[config.mk]
export PLATFORM = sky130hd
export DESIGN_NAME = dfe_pam4_adapt
export DESIGN_NICKNAME = d
export VERILOG_FILES = /design/src/rtl/dfe_pkg.sv /design/src/rtl/dfe_pam4_adapt_slicer.sv /design/src/rtl/dfe_pam4_adapt.sv
export SDC_FILE = /design/constraint.sdc
export NUM_CORES = 2
export LEC_CHECK = 0
export ABC_AREA = 1
export CORE_AREA = 4 4 211 366
export DETAILED_ROUTE_END_ITERATION = 10
export DIE_AREA = 0 0 215 370
export DONT_BUFFER_PORTS = 1
export GPL_ROUTABILITY_DRIVEN = 1
export PLACE_DENSITY_LB_ADDON = 0.1
export SLEW_MARGIN = 20
export SYNTH_ARGS = -nofsm -noshare
export SYNTH_HDL_FRONTEND = slang
export SYNTH_SLANG_ARGS = --single-unit
export TNS_END_PERCENT = 30
[constraint.sdc]
create_clock -name clk -period 21.9 [get_ports clk]
set_clock_uncertainty 0.1 [all_clocks]
set_input_delay 4.38 -clock clk [delete_from_list [all_inputs] [get_ports clk]]
set_output_delay 4.38 -clock clk [all_outputs]
set_load 0.02 [all_outputs]
[src/rtl/dfe_pkg.sv]
// Shared types and helpers for the PAM4 decision-feedback equaliser:
// FSM state encoding, symbol type, symbol-to-level lookup and saturation.
package dfe_pkg;

    typedef enum logic [1:0] {
        IDLE = 2'd0,
        LOAD = 2'd1,
        RUN  = 2'd2
    } state_t;

    typedef logic [1:0] pam4_sym_t;

    // Symbol 0..3 maps to -3S/2, -S/2, +S/2, +3S/2.
    function automatic int level_of(input pam4_sym_t sym, input int sep);
        case (sym)
            2'd0:    return -(3 * sep) / 2;
            2'd1:    return -sep / 2;
            2'd2:    return sep / 2;
            default: return (3 * sep) / 2;
        endcase
    endfunction

    function automatic longint sat(input longint v, input int w);
        longint hi;
        longint lo;
        hi = (longint'(1) <<< (w - 1)) - 1;
        lo = -hi - 1;
        if (v > hi)
            return hi;
        else if (v < lo)
            return lo;
        else
            return v;
    endfunction

endpackage

[src/rtl/dfe_pam4_adapt_slicer.sv]
// Combinational PAM4 slicer: equalised estimate to symbol and ideal level.
// A value sitting exactly on a threshold resolves to the upper symbol.
module pam4_slicer
    import dfe_pkg::*;
#(
    parameter int DW      = 8,
    parameter int SYM_SEP = 56
) (
    input  logic signed [DW-1:0] est,
    output pam4_sym_t            sym,
    output logic signed [DW-1:0] level
);

    localparam logic signed [DW-1:0] THR  = DW'(SYM_SEP);
    localparam logic signed [DW-1:0] ZERO = DW'(0);

    always_comb begin
        if (est >= THR)
            sym = 2'd3;
        else if (est >= ZERO)
            sym = 2'd2;
        else if (est >= -THR)
            sym = 2'd1;
        else
            sym = 2'd0;
        level = DW'(level_of(sym, SYM_SEP));
    end

endmodule

[src/rtl/dfe_pam4_adapt.sv]
// PAM4 decision-feedback equaliser with configurable taps and single-cycle feedback.
// Define DFE_SSLMS_ADAPT_EN to enable sign-sign LMS adaptation of the post-cursor taps.
module dfe_pam4_adapt
    import dfe_pkg::*;
#(
    parameter int N_TAPS  = 5,
    parameter int DW      = 8,
    parameter int CW      = 16,
    parameter int FRAC    = 8,
    parameter int SYM_SEP = 56
) (
    input  logic                 clk,
    input  logic                 rstn,
    input  logic                 in_valid,
    input  logic signed [DW-1:0] in_data,
    output logic                 in_ready,
    input  logic                 cfg_valid,
    input  logic [3:0]           cfg_addr,
    input  logic [CW-1:0]        cfg_data,
    output logic                 cfg_ready,
    input  logic                 flush,
    output logic                 out_valid,
    output logic [1:0]           out_sym,
    output logic signed [DW-1:0] out_level,
    output logic signed [DW-1:0] out_est,
    output logic signed [DW-1:0] out_err,
    output logic                 cfg_err,
    output logic [15:0]          drop_cnt,
    output logic [1:0]           state
);

    // Product, ISI sum, accumulator and gain-stage widths; each is wide enough for its worst case.
    localparam int PW = CW + DW;
    localparam int SW = PW + $clog2(N_TAPS);
    localparam int XW = DW + FRAC;
    localparam int AW = ((SW > XW) ? SW : XW) + 1;
    localparam int MW = AW + CW;
    localparam int EW = DW + 1;

    state_t                state_q, state_nxt;
    logic [N_TAPS-1:0]     mask, mask_nxt;
    logic signed [CW-1:0]  coef     [N_TAPS];
    logic signed [CW-1:0]  coef_nxt [N_TAPS];
    logic signed [DW-1:0]  hist     [N_TAPS-1];
    logic signed [DW-1:0]  hist_eff [N_TAPS-1];
    logic signed [SW-1:0]  isi;
    logic signed [AW-1:0]  acc;
    logic signed [MW-1:0]  prod, est_sh;
    logic signed [DW-1:0]  est, level, err;
    logic signed [EW-1:0]  err_full;
    pam4_sym_t             sym;
    logic                  accept, cfg_hit;

    assign in_ready  = (state_q == RUN);
    assign cfg_ready = 1'b1;
    assign state     = state_q;
    assign accept    = in_valid && (state_q == RUN);
    assign cfg_hit   = cfg_valid && (int'(cfg_addr) < N_TAPS);

    // A flush in the same cycle as a sample must hide the old history from that sample.
    always_comb begin
        for (int j = 0; j < N_TAPS - 1; j++)
            hist_eff[j] = flush ? '0 : hist[j];
    end

    always_comb begin
        // NOTE: every always_comb output gets a default first so no path can infer a latch.
        isi = '0;
        for (int k = 1; k < N_TAPS; k++)
            isi = isi + SW'(coef[k]) * SW'(hist_eff[k-1]);
        acc      = (AW'(in_data) <<< FRAC) - AW'(isi);
        prod     = MW'(acc) * MW'(coef[0]);
        est_sh   = prod >>> (2 * FRAC);
        est      = DW'(sat(longint'(est_sh), DW));
        err_full = EW'(est) - EW'(level);
        err      = DW'(sat(longint'(err_full), DW));
    end

    pam4_slicer #(.DW(DW), .SYM_SEP(SYM_SEP)) u_slicer (
        .est   (est),
        .sym   (sym),
        .level (level)
    );

    always_comb begin
        coef_nxt = coef;
        mask_nxt = mask;
`ifdef DFE_SSLMS_ADAPT_EN
        if (accept) begin
            for (int k = 1; k < N_TAPS; k++) begin
                if (err != '0 && hist_eff[k-1] != '0)
                    coef_nxt[k] = CW'(sat(longint'(coef[k]) +
                                  ((err[DW-1] ^ hist_eff[k-1][DW-1]) ? -64'sd1 : 64'sd1), CW));
            end
        end
`endif
        // A host write lands after adaptation so it overrides the update to the same tap.
        for (int k = 0; k < N_TAPS; k++) begin
            if (cfg_hit && cfg_addr == 4'(k)) begin
                coef_nxt[k] = cfg_data;
                mask_nxt[k] = 1'b1;
            end
        end
    end

    always_comb begin
        state_nxt = state_q;
        case (state_q)
            IDLE:    if (cfg_hit) state_nxt = LOAD;
            LOAD:    if (&mask_nxt) state_nxt = RUN;
            default: state_nxt = RUN;
        endcase
    end

    // NOTE: sequential state uses non-blocking assignments so every register samples pre-edge values.
    always_ff @(posedge clk or negedge rstn) begin
        if (!rstn) begin
            state_q   <= IDLE;
            mask      <= '0;
            // NOTE: coefficient and history arrays are plain flops and are reset like any other state.
            for (int k = 0; k < N_TAPS; k++)
                coef[k] <= '0;
            for (int j = 0; j < N_TAPS - 1; j++)
                hist[j] <= '0;
            drop_cnt  <= '0;
            cfg_err   <= 1'b0;
            out_valid <= 1'b0;
            out_sym   <= '0;
            out_level <= '0;
            out_est   <= '0;
            out_err   <= '0;
        end else begin
            state_q   <= state_nxt;
            mask      <= mask_nxt;
            coef      <= coef_nxt;
            out_valid <= accept;
            if (cfg_valid && !cfg_hit)
                cfg_err <= 1'b1;
            if (in_valid && state_q != RUN && drop_cnt != 16'hFFFF)
                drop_cnt <= drop_cnt + 16'd1;
            if (accept) begin
                hist[0] <= level;
                for (int j = 1; j < N_TAPS - 1; j++)
                    hist[j] <= hist_eff[j-1];
                out_sym   <= sym;
                out_level <= level;
                out_est   <= est;
                out_err   <= err;
            end else if (flush) begin
                for (int j = 0; j < N_TAPS - 1; j++)
                    hist[j] <= '0;
            end
        end
    end

endmodule

==> flow_summary.ini <==
[outcome]
status = finished, final reports clean

[sta]
worstMarginPinSlew_ns = 0.967
setup_viol = 0
period_share_pct = 91.1
setup_ws_ns = 1.94
drv_slew = 0
hold_violations = 0
timing.fmax_mhz = 50.1
min_period_ns = 19.96
maxSlewHeadroom_pct = 35.5
grt_setup_unrepaired = false
setup_tns_ns = 0

[floorplan]
die_h_um = 370
ioPinCount = 81
coreArea_sq_um = 74200
die_x_um = 215
die_area_sq_um = 79600
num_rows = 132
initial_core_util_pct = 49.6

[drt]
viasPerCell = 5.19
vias = 27112
wl_mm = 107
wl_per_cell_um = 20.5
ant_nets = 0
initialDrtViolationCount = 1323
firstDrtPassIters = 5
route.detailed.drc = 0

[placement]
hpwl_mm = 93.8
place.gp.congestion = 0.931
pre_cts_ws_ns = 1.46
io_buffer_count = 0
numPlacedInstances = 5193

[setup_path]
slowest_stage = fa_1
worstReg2RegStart = hist[21]
cp_max_fo = 17
cpPeakStageDelay_ns = 0.58
critPathRequiredTime_ns = 22.17
rr_worst_depth = 75
worstSetupStartpointType = input pin
critical_path_class = input pin to register
timing.rr.end = out_err[4]
cp-end-kind = register
worstPathArrival_ns = 20.23
cpMostUsedCell = fa_1
ff2ff_setup_slack_ns = 5.46

[synth]
ys_types = 56
synthTopCellsByArea = fa_1, inv_1, ha_1, dfrtp_1, nand2_1
synth_edf_count = 0
ys_warn_count = 0
synth-main-ff-cell = dfrtp_1
yosys.area.top_type = fa_1
avgSynthCellArea_sq_um = 8.55
yosys_register_bits = 148
syn-instance-count = 4307
synth_seq_area_share_pct = 10.1
synth-async-reset-ratio_pct = 100
synth_top_area_share_pct = 45.0
syn-cell-area_sq_um = 36800

[global_route]
grt_overflow = 0
grtUsageMet1_pct = 28.5
grt_pass1_wl_mm = 171
grt.total_usage_pct = 28.3
grt_pass1_vias = 30815
met3_usage_pct = 2.90
grt_antenna_before_repair = 3
globalRoute.busiestLayer = met2
grt.met2_usage_pct = 54.9
grt_max_degree = 149

[clock_network]
cts.sinks = 148
cts_made_buffers = 17
postCtsSetupRepairBufs = 0
clkTransAtPathRegs_ns = 0.07
cts_resized = 0
cts_tree = built
hold_buffers = 0
cts.htree.levels = 4
clk-insertion-delay-late_ns = 0.49
cts_root_buffer = clkbuf_16
clockBufferDepth = 2

[final_layout]
drive_above_1_share_pct = 4.11
final_util_pct = 51.8
final_cells = 5228
syn2layout_area_growth_pct = 4.43
fin_nets = 5450

[min_path]
hp-start = mask[0]
min_to = mask[0]
hold_depth = 2
worst_hold_path_type = register to register

[run]
cap_violations = 0
==> cell type report <==
class                           count  area [sq um]
Clock buffer                       17           425
Inverter                         1111          4180
Antenna cell                        4          10.0
Tap cell                          938          1170
Multi-Input combinational cell   2947         28400
Sequential cell                   148          3700
Timing Repair Buffer               49           368
Fill cell                        7191         35700
Clock inverter                     14           143
==> cell families (layout without fill, tap and decap cells) <==
group                      after synthesis  in the layout  synth area share [%]
AOI/OAI and AO/OA                      222            222                  3.44
xor gates and xnor gates                60             60                  1.58
DFF                                    148            148                  10.1
buffers and inverters                 1213           1191                  12.7
and+or+nand+nor                       1519           1519                  16.4
other                                    2              7                0.0204
adders and majority gates             1143           1143                  55.7
==> synth_stat cells, types with 3 or more instances <==
cell type and number:
nand2_4 5, xor2_2 5, xor2_1 25, nor2_2 6
inv_1 1092, nand3_1 52, buf_2 6, a21oi_1 67
and2_1 5, dfrtp_1 148, nand2_1 704, nor2_1 666
inv_2 12, o21bai_1 6, xnor2_1 29, o21a_1 6
o21ai_0 101, clkbuf_8 4, or2_2 23, buf_6 4
ha_1 315, nand2_2 21, o22ai_1 12, buf_4 4
clkbuf_1 78, o21ai_2 4, nand4_1 11, nand3b_1 6
a31oi_1 3, nor3_1 11, a21oi_2 6, clkinv_1 6
fa_1 828
==> metal layers <==
metal / part of all wire (%) / routed length (um)
met4: 7.9 / 8500
met1: 33 / 35100
met5: 0 / 0
met2: 56 / 60100
met3: 3.4 / 3670
==> stage by stage <==
step	area, sq um	hold slack, ns
detailed placement	37900	0.345
global placement	37900	0.340
global route	38400	0.384
floorplan	36800	0.323
finish	38400	0.367
CTS	38400	0.362
==> cells in the final DEF (no fill, tap or decap), types with 17 or more instances in the layout <==
master and n:
fa_1 828, nand3_1 52, inv_1 1092, xnor2_1 27, nand2_1 704, dfrtp_1 148
o21ai_0 100, ha_1 315, nor2_1 666, buf_4 49, clkbuf_16 17, or2_2 23
a21oi_1 67, xor2_1 25, nand2_2 21
==> critical path, delay by kind of cell <==
family	cells	cell delay, ns
compound gates	17	3.81
fa+ha+maj	17	7.82
buf+inv	12	1.21
simple gates	16	2.80
xor+xnor	1	0.15
==> state kept, by name, indices dropped and copies added, names as in the netlist, 2 cells and up <==
register / flops
out_err: 8
out_level: 5
drop_cnt: 16
out_sym: 2
out_est: 8
mask: 5
coef: 80
state: 2
hist: 20
==> how the worst max path moves through the flow <==
stage | end | startpoint | slack, ns | depth (start not counted)
after floorplan | out_err[0] | flush | 3.38 | 70
after global placement | out_err[0] | flush | 1.51 | 67
after detailed placement | out_err[6] | flush | 1.46 | 67
after CTS | out_err[4] | flush | 1.96 | 67
after global routing | out_err[1] | flush | 0.90 | 70
final | out_err[4] | flush | 1.94 | 63
Power is left out: the tool's default activity adds up to more than one toggle a clock period on the data nets, which glitch-free logic cannot reach.
